File: src/rtl/noc_pkg.sv
`default_nettype none
// ============================================================================
// Module      : noc_pkg
// Description : Shared types and constants for the e1of2 node link logic.
// Revision    : 1.0 - initial release
// ============================================================================
package noc_pkg;

    localparam int PKT_W = 11;

    localparam logic [PKT_W-1:0] NEUTRAL = '0;

    typedef enum logic [1:0] {
        IDLE  = 2'd0,
        DRIVE = 2'd1,
        RTZ   = 2'd2
    } tx_state_t;

    // Packet field layout shared with the path-computation logic
    localparam int PKT_DX_LSB  = 0;
    localparam int PKT_DX_W    = 4;
    localparam int PKT_DY_LSB  = 4;
    localparam int PKT_DY_W    = 4;
    localparam int PKT_PLD_LSB = 8;
    localparam int PKT_PLD_W   = 3;

endpackage

`default_nettype wire

File: src/rtl/tx_word_fifo.sv
`default_nettype none
// ============================================================================
// Module      : tx_word_fifo
// Description : Synchronous word FIFO with combinational head output.
// Revision    : 1.0 - initial release
// ============================================================================
module tx_word_fifo
    import noc_pkg::*;
#(
    parameter int DEPTH = 4,
    parameter int WIDTH = PKT_W
) (
    input  logic             clk,
    input  logic             rst_n,
    input  logic             i_push,
    input  logic             i_pop,
    input  logic [WIDTH-1:0] i_wdata,
    output logic [WIDTH-1:0] o_rdata,
    output logic             o_full,
    output logic             o_empty
);

    localparam int              c_AW   = $clog2(DEPTH);
    localparam logic [c_AW:0]   c_FULL = (c_AW+1)'(DEPTH);

    logic [WIDTH-1:0] r_mem [DEPTH];
    logic [c_AW-1:0]  r_wptr;
    logic [c_AW-1:0]  r_rptr;
    logic [c_AW:0]    r_count;
    logic             w_do_push;
    logic             w_do_pop;

    assign o_full    = (r_count == c_FULL);
    assign o_empty   = (r_count == '0);
    assign o_rdata   = r_mem[r_rptr];
    assign w_do_push = i_push && !o_full;
    assign w_do_pop  = i_pop && !o_empty;

    // Pointers wrap naturally because DEPTH is a power of two
    always_ff @(posedge clk or negedge rst_n) begin
        if (!rst_n) begin
            r_wptr  <= '0;
            r_rptr  <= '0;
            r_count <= '0;
        end else begin
            if (w_do_push) r_wptr <= r_wptr + 1'b1;
            if (w_do_pop)  r_rptr <= r_rptr + 1'b1;
            case ({w_do_push, w_do_pop})
                2'b10:   r_count <= r_count + 1'b1;
                2'b01:   r_count <= r_count - 1'b1;
                default: r_count <= r_count;
            endcase
        end
    end

    always_ff @(posedge clk) begin
        if (w_do_push) r_mem[r_wptr] <= i_wdata;
    end

endmodule

`default_nettype wire

File: src/rtl/e1of2_sync_tx.sv
`default_nettype none
// ============================================================================
// Module      : e1of2_sync_tx
// Description : Clocked word source to 4-phase RTZ dual-rail e1of2 channel.
//               Optional timeout flag: define E1OF2_TX_TIMEOUT_EN.
// Revision    : 1.0 - initial release
// ============================================================================
module e1of2_sync_tx
    import noc_pkg::*;
#(
    parameter int PKT_W       = noc_pkg::PKT_W,
    parameter int DEPTH       = 4,
    parameter int SYNC_STAGES = 2,
    parameter int TIMEOUT_CYC = 1024
) (
    input  logic             CLK,
    input  logic             _RESET,
    input  logic [PKT_W-1:0] in_data,
    input  logic             in_valid,
    output logic             in_ready,
    output logic [PKT_W-1:0] d_t,
    output logic [PKT_W-1:0] d_f,
    input  logic             e,
    output logic             busy,
    output logic [15:0]      sent_cnt,
    output logic             tx_err
);

    localparam logic [15:0] c_TMO_CYC = 16'(TIMEOUT_CYC);

    tx_state_t              r_state;
    logic [SYNC_STAGES-1:0] r_sync;
    logic [PKT_W-1:0]       r_dt;
    logic [PKT_W-1:0]       r_df;
    logic [15:0]            r_sent;
    logic                   w_es;
    logic                   w_full;
    logic                   w_empty;
    logic                   w_push;
    logic                   w_pop;
    logic [PKT_W-1:0]       w_head;

    // Reset feeds in_ready directly so the source is held off while asserted
    assign in_ready = !w_full && _RESET;
    assign w_push   = in_valid && in_ready;
    assign w_pop    = (r_state == DRIVE) && !w_es;
    assign w_es     = r_sync[SYNC_STAGES-1];
    assign d_t      = r_dt;
    assign d_f      = r_df;
    assign sent_cnt = r_sent;
    assign busy     = (r_state != IDLE) || !w_empty;

    tx_word_fifo #(
        .DEPTH (DEPTH),
        .WIDTH (PKT_W)
    ) u_fifo (
        .clk     (CLK),
        .rst_n   (_RESET),
        .i_push  (w_push),
        .i_pop   (w_pop),
        .i_wdata (in_data),
        .o_rdata (w_head),
        .o_full  (w_full),
        .o_empty (w_empty)
    );

    always_ff @(posedge CLK or negedge _RESET) begin
        if (!_RESET) r_sync <= '0;
        else         r_sync <= {r_sync[SYNC_STAGES-2:0], e};
    end

    always_ff @(posedge CLK or negedge _RESET) begin
        if (!_RESET) begin
            r_state <= IDLE;
            r_dt    <= '0;
            r_df    <= '0;
            r_sent  <= '0;
        end else begin
            case (r_state)
                IDLE: begin
                    if (!w_empty && w_es) begin
                        r_dt    <= w_head;
                        r_df    <= ~w_head;
                        r_state <= DRIVE;
                    end
                end
                DRIVE: begin
                    if (!w_es) begin
                        r_dt    <= '0;
                        r_df    <= '0;
                        r_sent  <= r_sent + 16'd1;
                        r_state <= RTZ;
                    end
                end
                RTZ: begin
                    if (w_es) begin
                        if (!w_empty) begin
                            r_dt    <= w_head;
                            r_df    <= ~w_head;
                            r_state <= DRIVE;
                        end else begin
                            r_state <= IDLE;
                        end
                    end
                end
                default: begin
                    r_dt    <= '0;
                    r_df    <= '0;
                    r_state <= IDLE;
                end
            endcase
        end
    end

`ifdef E1OF2_TX_TIMEOUT_EN
    logic [15:0] r_tmo_cnt;
    logic        r_tx_err;

    // Counter saturates so a very long stall cannot wrap back to zero
    always_ff @(posedge CLK or negedge _RESET) begin
        if (!_RESET) begin
            r_tmo_cnt <= '0;
            r_tx_err  <= 1'b0;
        end else begin
            if (r_state == DRIVE) begin
                if (r_tmo_cnt != 16'hFFFF) r_tmo_cnt <= r_tmo_cnt + 16'd1;
            end else begin
                r_tmo_cnt <= '0;
            end
            if (r_tmo_cnt == c_TMO_CYC) r_tx_err <= 1'b1;
        end
    end

    assign tx_err = r_tx_err;
`else
    logic [15:0] w_unused_tmo;
    assign w_unused_tmo = c_TMO_CYC;
    assign tx_err       = 1'b0;
`endif

endmodule

`default_nettype wire

File: config.mk
export PLATFORM = sky130hd
export DESIGN_NAME = e1of2_sync_tx
export DESIGN_NICKNAME = d
export VERILOG_FILES = /design/src/rtl/noc_pkg.sv /design/src/rtl/tx_word_fifo.sv /design/src/rtl/e1of2_sync_tx.sv
export SDC_FILE = /design/constraint.sdc
export NUM_CORES = 1
export LEC_CHECK = 0
export CORE_UTILIZATION = 57
export CTS_CLUSTER_DIAMETER = 150
export DETAILED_ROUTE_END_ITERATION = 10
export PLACE_DENSITY = 0.84
export SLEW_MARGIN = 10
export SYNTH_ARGS = -nofsm -noshare
export SYNTH_HDL_FRONTEND = slang
export SYNTH_SLANG_ARGS = --single-unit
File: constraint.sdc
create_clock -name CLK -period 4.4 [get_ports CLK]
set_input_delay 0.44 -clock CLK [delete_from_list [all_inputs] [get_ports CLK]]
set_output_delay 0.44 -clock CLK [all_outputs]
set_load 0.005 [all_outputs]
==> flow_summary.yaml, run 1 <==
run_status:
  status: "complete, no violations"
critical_path:
  end_kind: "output pin"
  cp.arrival_ns: 1.94
  critical_path_class: "flip-flop to output pin"
  max_stage_delay_ns: 0.45
  path_max_fanout: 5
  cp_cell_sequence: "or3_4, or3_1, clkdlybuf4s50_1"
  crit_required_ns: 3.96
  start_kind: "flip-flop"
  worst_path_max_delay_cell: "clkdlybuf4s50_1"
clock_network:
  cts_buffer_depth: 2
  cts_resized: 0
  cts_num_sinks: 93
  insertion_delay_ns: 0.36
  htree_levels: 3
  clkTransAtPathRegs_ns: 0.10
  hold_buffers: 0
  cts_tree: "built"
  post_cts_buffers: 0
  cts_buffers: 9
  root_buffer: "clkbuf_8"
place:
  gp_congestion: 0.754
  pre_cts_ws_ns: 2.10
  io_buffers: 54
  dpl.hpwl_mm: 4.46
global_routing:
  antenna_found_initial: 0
  grt_util_met2_pct: 32.8
  grt_pass1_wl_mm: 10.2
  grt_pass1_vias: 2031
  top_usage_layer: "met2"
  grt_start_max_net_pins: 50
  grt.met1_usage_pct: 29.6
  grt_overflow: 0
  grt_use_met3_pct: 4.95
  grtUsageTotal_pct: 21.3
sta:
  fin_ws_ns: 2.02
  setup_viol: 0
  max_freq_mhz: 420
  max_slew.worst_pin.slew_ns: 0.779
  tns_ns: 0
  slew_headroom_pct: 48.1
  hold_violations: 0
  maxSlewViolCount: 0
  min_period_ns: 2.38
  rsz0062_at_grt: "no"
  fin_crit_sh_pct: 54.1
  fin_skew_ns: 0.0137
yosys:
  yosysWarnings: 0
  ys_seq_area_share_pct: 69.4
  synthTopCellsByArea: "edfxtp_1 36%, dfrtp_1 33%, mux4_2 6.8%, xnor2_1 4.1%, a22o_1 2.6%"
  synth_nets: 238
  syn_area_per_cell_um2: 17.0
  synthMostInstantiatedCell: "dfrtp_1"
  netlist_area_um2: 3670
  synthCells: 216
  synth_top_area_cell: "edfxtp_1"
  ys_ff_latch: 93
  synth_compound_area_share_pct: 6.14
  muxShareOfSynthArea_pct: 7.64
  synth-xor-area-share_pct: 5.25
  ys_types: 35
  synthArstFlopShare_pct: 52.7
  yosys-top-cells-count: "49 x dfrtp_1, 44 x edfxtp_1, 17 x xnor2_1"
  yosys_most_used_dff: "dfrtp_1"
  synth_top_family_by_area: "multiplexers"
  synth-edff-count: 44
  yosys.area_share.adder_pct: 2.59
  yosys.area.top_type_share_pct: 36.0
  synthSimpleGateAreaFrac_pct: 6.31
route:
  vias_per_cell: 5.71
  wire_per_inst_um: 18.1
  drcViolationCount: 0
  wl_mm: 6.39
  num_vias: 2015
  drt_iter0_markers: 135
  firstDrtPassIters: 4
  drtAntennaViolNets: 0
die:
  row_count: 28
  io_pins: 56
  fp.dieW_um: 82.2
  die_y_um: 82.2
  core_area_um2: 6060
  dieArea_um2: 6760
  initial_utilization_pct: 60.5
finish:
  syn_to_final_growth_pct: 20.8
  n_fill_cell: 383
  nets: 295
  diodes: 0
  drive_above_1_share_pct: 12.6
power:
  leakagePower_nw: 1.71
  power_density_nw_per_um2: 571
  ir_worst_vdd_v: 0.000323
hold_path:
  hold_class: "primary input to async pin"
flow_run:
  max_cap_violations: 0
-- cell families (layout without fill, tap and decap cells) --
group / count (synthesis) / in the layout
other: 1 / 1
adders and majority gates: 7 / 7
xor gates and xnor gates: 22 / 22
AOI/OAI and AO/OA: 25 / 25
DFF: 93 / 93
buffers and inverters: 17 / 79
and+or+nand+nor: 37 / 37
muxes: 14 / 14
-- flip-flops by register name, indices dropped and copies added (netlist names) --
| name | count |
|---|---|
| d_t | 11 |
| r_sync | 2 |
| d_f | 11 |
| u_fifo.r_wptr | 2 |
| sent_cnt | 16 |
| u_fifo.r_rptr | 2 |
| u_fifo.r_count | 3 |
| u_fifo.r_mem | 44 |
| r_state | 2 |
-- critical path, delay by kind of cell, from the launching register on --
family                 cells  cell delay, ns
buffers and inverters      1            0.45
DFF                        1            0.41
and+or+nand+nor            2            0.72
-- cell usage in the layout (no fill, tap or decap) --
master	netlist	final
clkdlybuf4s50_1	0	53
dfrtp_1	49	49
edfxtp_1	44	44
xnor2_1	17	17
mux4_2	11	11
a22o_1	11	11
o2bb2ai_1	11	11
clkbuf_8	0	9
inv_1	8	8
and3_1	7	7
nand4_1	6	6
ha_1	6	6
nand3_1	5	5
nor2_1	5	5
xor2_1	5	5
nand2_1	4	4
clkinvlp_4	0	3
inv_8	0	3
and2_1	2	2
mux2_2	2	2
or3_4	1	1
nor3b_4	1	1
a31oi_1	1	1
or3_1	1	1
nand4bb_1	1	1
nor3_1	1	1
nand2b_1	1	1
and3b_4	1	1
a21oi_4	1	1
nand3b_1	1	1
mux2i_1	1	1
o211a_1	1	1
fa_1	1	1
conb_1	1	1
inv_6	0	1
buf_2	2	1
buf_4	3	1
-- area by class of cell --
type / count / area [µm²] / area share (%)
multi-input combinational: 106 / 1030 / 23.2
tap: 75 / 93.8 / 2.12
sequential: 93 / 2550 / 57.5
clock buffer: 9 / 124 / 2.80
timing repair buffer: 55 / 543 / 12.3
clock inverter: 7 / 65.1 / 1.47
inverter: 8 / 30.0 / 0.678
-- through the flow --
| stage | power [mW] | hold WS [ns] | std cells | cell area, µm² | utilization [%] |
|---|---|---|---|---|---|
| final | 2.53 | 0.238 | 353 | 4430 | 73.1 |
| after global routing | 2.67 | 0.279 | 353 | 4430 | 73.1 |
| after CTS | 2.55 | 0.260 | 353 | 4430 | 73.1 |
| after detailed placement | 2.02 | 0.340 | 337 | 4240 | 70.0 |
| after global placement | 1.98 | 0.336 | 337 | 4240 | 70.0 |
| after floorplan | 1.68 | 0.144 | 216 | 3670 | - |
-- power breakdown --
part	switching (mW)	leakage [nW]	total (mW)	internal (mW)
registers	0.178	1.03	1.27	1.10
logic	0.288	0.593	0.720	0.432
clock network	0.318	0.0878	0.537	0.219
total	0.784	1.71	2.53	1.75
-- worst paths after layout --
kind | start | endpoint | slack [ns] | cells past startpoint
worst max-delay path | u_fifo.r_count[0]$_DFFE_PN0P_ | busy | 2.02 | 3
worst min-delay path | _RESET | d_f[1]$_DFFE_PN0P_ | 0.24 | 2
max in group asynchronous | _RESET | r_state[0]$_DFFE_PN0P_ | 3.75 | 2
worst max register to register | r_state[0]$_DFFE_PN0P_ | u_fifo.r_count[2]$_DFFE_PN0P_ | 2.04 | 8
min in group CLK | r_sync[0]$_DFF_PN0_ | r_sync[1]$_DFF_PN0_ | 0.36 | 0
worst min register to register | r_sync[0]$_DFF_PN0_ | r_sync[1]$_DFF_PN0_ | 0.36 | 0
-- metal layers --
layer | wire length [µm] | vias up
li1 | - | 917
met1 | 2950 | 1036
met2 | 3080 | 52
met3 | 258 | 10
met4 | 101 | 0
met5 | 0 | -
Note: power is estimated with default switching activity, not from simulation.
==> run 2: changes to the inputs <==
CORE_UTILIZATION = 53   (was 57)
PLACE_DENSITY = 0.79   (was 0.84)
clock period = 2.33 ns   (was 4.4 ns; I/O delays follow)
==> flow_summary.yaml, run 2 (synthesized netlist as in run 1, its figures left out) <==
global_routing:
  antenna_found_initial: 0
  grt_overflow: 0
  grt_start_max_net_pins: 50
  grt_pass1_vias: 1948
  grtUsageTotal_pct: 18.9
  grt_pass1_wl_mm: 10.1
power:
  seqPwrFrac_pct: 47.9
  p_sw_mw: 1.45
  ir_worst_vdd_v: 0.000632
  p_total_mw: 4.88
  switching_share_pct: 29.6
  power_frac_clock_pct: 22.2
  combPwrFrac_pct: 29.9
  leakagePower_nw: 1.75
  power_density_nw_per_um2: 1090
  internal_power_mw: 3.44
run_status:
  status: "complete, no violations"
clock_network:
  clkTransAtPathRegs_ns: 0.09
  insertion_delay_ns: 0.35
  post_cts_buffers: 0
  htree_levels: 3
  cts_tree: "built"
  cts_num_sinks: 93
  cts_buffer_depth: 2
  hold_buffers: 0
  root_buffer: "clkbuf_8"
  cts_buffers: 9
  cts_resized: 0
sta:
  rsz0062_at_grt: "no"
  hold_violations: 0
  fin_skew_ns: 0.00484
  min_period_ns: 2.17
  fin_ws_ns: 0.156
  max_freq_mhz: 460
  maxSlewViolCount: 0
  setup_viol: 0
  max_slew.worst_pin.slew_ns: 0.596
  slew_headroom_pct: 60.3
  tns_ns: 0
  fin_crit_sh_pct: 93.3
place:
  pre_cts_ws_ns: 0.309
  place_area_um2: 4280
  dpl.hpwl_mm: 4.36
  gp_congestion: 0.739
  io_buffers: 54
finish:
  final_cell_mix: "53 x clkdlybuf4s50_1, 49 x dfrtp_1, 44 x edfxtp_1"
  nets: 300
  multi_input_area_um2: 1030
  diodes: 0
  drive_above_1_share_pct: 14.1
  design_area_um2: 4490
  n_fill_cell: 453
  syn_to_final_growth_pct: 22.3
  regMostFlops: "u_fifo.r_mem"
  layout_commonest_cell: "clkdlybuf4s50_1"
  largest_reg_flops: 44
  utilization_pct: 68.7
  seq_area_um2: 2550
critical_path:
  reg2reg_depth: 10
  start_kind: "flip-flop"
  crit_required_ns: 2.10
  end_kind: "output pin"
  reg2reg_to: "u_fifo.r_count[2]$_DFFE_PN0P_"
  reg2reg_from: "u_fifo.r_count[0]$_DFFE_PN0P_"
  cp.arrival_ns: 1.94
  path_max_fanout: 5
  r2r_slack_ns: 0.32
  critical_path_class: "flip-flop to output pin"
flow_run:
  max_cap_violations: 0
route:
  vias_per_cell: 5.64
  wire_per_inst_um: 17.4
  wl_mm: 6.28
  drcViolationCount: 0
  drt_iter0_markers: 111
  firstDrtPassIters: 4
  num_vias: 2032
  drtAntennaViolNets: 0
die:
  dieArea_um2: 7260
  fp.dieW_um: 85.2
  io_pins: 56
  die_y_um: 85.2
  initial_utilization_pct: 56.2
  row_count: 29
  core_area_um2: 6530
hold_path:
  hold_class: "primary input to async pin"
run 2: cell types whose count changed in the layout (fill, tap and decap cells not counted), sizes merged:
cell / previous run / this run
clkinvlp: 3 / 1
clkinv: 0 / 2
inv: 12 / 11
buf: 2 / 7
bufinv: 0 / 1
run 2: per-layer routing:
metal	global-route usage [%]	wire [µm]	vias up
li1	-	-	934
met1	26.9	3020	1043
met2	29.0	2980	49
met3	4.38	201	6
met4	6.93	81	0
met5	0	0	-
run 2: worst max-delay path: stages (launching register included):
cell	delay, ns
dfrtp_1	0.42
or3_4	0.40
or3_1	0.32
clkdlybuf4s50_1	0.45
run 2: cell type report:
class	count	area share, %
clock buffers	9	2.76
well taps	77	2.15
inverters	8	0.669
multi-input cells	106	22.9
repair buffers	60	12.9
flip-flops and latches	93	56.8
clock inverters	7	1.81
run 2: worst max-delay path by stage:
stage,from,depth (start not counted),to,slack [ns]
floorplan,r_state[0]$_DFFE_PN0P_,9,u_fifo.r_count[2]$_DFFE_PN0P_,0.35
global placement,in_valid,9,u_fifo.r_count[2]$_DFFE_PN0P_,0.36
detailed placement,in_valid,9,u_fifo.r_count[2]$_DFFE_PN0P_,0.31
CTS,u_fifo.r_count[0]$_DFFE_PN0P_,3,busy,0.13
global route,u_fifo.r_count[0]$_DFFE_PN0P_,3,busy,0.07
finish,u_fifo.r_count[0]$_DFFE_PN0P_,3,busy,0.16
run 2: power groups by stage:
| stage | clock network [mW] | registers (mW) | logic, mW |
|---|---|---|---|
| floorplan | 0 | 2.31 | 0.859 |
| global placement | 0 | 2.36 | 1.43 |
| detailed placement | 0 | 2.37 | 1.47 |
| CTS | 1.11 | 2.34 | 1.48 |
| global route | 1.18 | 2.38 | 1.59 |
| finish | 1.08 | 2.34 | 1.46 |
run 2: metrics by stage:
step / instances / hold WS (ns)
2_1_floorplan: 216 / -0.0626
3_3_place_gp: 344 / 0.340
3_5_place_dp: 344 / 0.352
4_1_cts: 360 / 0.0321
5_1_grt: 360 / 0.0589
6_report: 360 / 0.0120
==> run 3: changes to the inputs <==
CAP_MARGIN = 20   (was not set)
HOLD_SLACK_MARGIN = 0.05   (was not set)
SETUP_SLACK_MARGIN = 0.4   (was not set)
==> flow_summary.yaml, run 3 (synthesized netlist as in run 1, its figures left out) <==
sta:
  hold_violations: 0
  max_slew.worst_pin.slew_ns: 0.599
  slew_headroom_pct: 60.1
  fin_skew_ns: 0.0117
  min_period_ns: 1.95
  setup_viol: 0
  maxSlewViolCount: 0
  max_freq_mhz: 512
  tns_ns: 0
  rsz0062_at_grt: "yes"
  fin_crit_sh_pct: 83.8
clock_network:
  root_buffer: "clkbuf_8"
  cts_num_sinks: 93
  insertion_delay_ns: 0.36
  htree_levels: 3
  clkTransAtPathRegs_ns: 0.09
  cts_buffers: 9
  cts_buffer_depth: 2
  cts_tree: "built"
finish:
  largest_reg_flops: 44
  regMostFlops: "u_fifo.r_mem"
  n_fill_cell: 443
  multi_input_area_um2: 1070
  drive_above_1_share_pct: 17.6
  nets: 301
  design_area_um2: 4540
  layout_commonest_cell: "clkdlybuf4s50_1"
  final_cell_mix: "52 x clkdlybuf4s50_1, 47 x dfrtp_1, 44 x edfxtp_1"
  utilization_pct: 69.5
  syn_to_final_growth_pct: 23.7
  seq_area_um2: 2550
  diodes: 0
route:
  vias_per_cell: 5.64
  wire_per_inst_um: 17.3
  wl_mm: 6.25
  drt_iter0_markers: 93
  drcViolationCount: 0
  num_vias: 2036
  firstDrtPassIters: 4
  drtAntennaViolNets: 0
critical_path:
  reg2reg_depth: 8
  worst_path_max_delay_cell: "dfrtp_2"
  cp_num_cells: 8
  crit_required_ns: 2.61
  end_kind: "flip-flop"
  max_stage_delay_ns: 0.50
  path_buf_inv: 1
  cp_cell_sequence: "nor3b_4, and2_4, ha_4, inv_1, fa_2, xor2_1, nor2_1, xor2_1"
  crit_top_cell: "xor2_1"
  path_max_fanout: 10
  start_kind: "flip-flop"
  critical_path_class: "flip-flop to flip-flop"
  cp.arrival_ns: 2.23
  path_delay_family: "simple AND/OR/NAND/NOR gates"
global_routing:
  grtUsageTotal_pct: 18.9
  antenna_found_initial: 0
  grt_pass1_wl_mm: 10.2
  grt_overflow: 0
  grt_pass1_vias: 2035
  grt_start_max_net_pins: 50
place:
  place_area_um2: 4300
  dpl.hpwl_mm: 4.35
  gp_congestion: 0.729
  io_buffers: 54
flow_run:
  max_cap_violations: 0
die:
  io_pins: 56
  fp.dieW_um: 85.2
  row_count: 29
  dieArea_um2: 7260
  core_area_um2: 6530
  die_y_um: 85.2
  initial_utilization_pct: 56.2
run_status:
  status: "complete, no violations"
hold_path:
  timing.hold.worst_path_depth: 1
  hold_class: "primary input to flip-flop"
power:
  power_density_nw_per_um2: 1080
  ir_worst_vdd_v: 0.000598
  leakagePower_nw: 1.75
==> run 3: layout make-up <==
cell class                 count  share of cell area, %
clock buffer                   9                   2.73
tap                           77                   2.12
clock inverter                 7                   1.63
multi-input combinational    107                   23.6
sequential                    93                   56.2
timing repair buffer          60                   13.0
inverter                       8                  0.662
==> run 3: worst paths after layout <==
kind	from	end	slack (ns)
worst max-delay path	r_state[0]$_DFFE_PN0P_	u_fifo.r_count[2]$_DFFE_PN0P_	0.38
worst min-delay path	e	r_sync[0]$_DFF_PN0_	0.31
worst max register to register	r_state[0]$_DFFE_PN0P_	u_fifo.r_count[2]$_DFFE_PN0P_	0.38
worst min register to register	r_sync[0]$_DFF_PN0_	r_sync[1]$_DFF_PN0_	0.37
max in group asynchronous	_RESET	r_sync[1]$_DFF_PN0_	1.37
min in group asynchronous	_RESET	d_t[9]$_DFFE_PN0P_	0.51
==> run 3: timing repair <==
action,in CTS,in global routing
pin swaps,1,1
gates cloned,0,1
setup buffers,2,0
hold endpoints to repair,49,0
resized for setup,6,2
setup endpoints to repair,4,26
hold buffers,1,0
==> run 3: stage by stage <==
stage	instances	power [mW]	worst slack [ns]	hold slack, ns
3_5_place_dp	341	3.88	0.303	0.354
5_1_grt	361	5.19	0.271	0.282
2_1_floorplan	216	3.19	0.436	-0.0626
3_3_place_gp	341	3.81	0.396	0.338
6_report	361	4.92	0.377	0.308
4_1_cts	360	4.94	0.345	0.289
==> run 3: worst register-to-register path, delay by kind of cell (launching register included) <==
family        cells  cell delay, ns
xor+xnor          2            0.31
buf+inv           1            0.05
flops             1            0.50
fa+ha+maj         2            0.47
simple gates      3            0.56
==> run 3: routing by layer <==
metal  track usage (%)  vias up  wire length, µm
met5                 0        -                0
met4              8.32        0               64
met3              4.57        6              232
met2              27.9       56             2990
met1              27.2     1026             2970
li1                  -      948                -
==> run 3: where the power goes <==
group          internal (mW)  switching (mW)
sequential              2.07           0.297
combinational          0.895           0.615
clock                  0.425           0.616
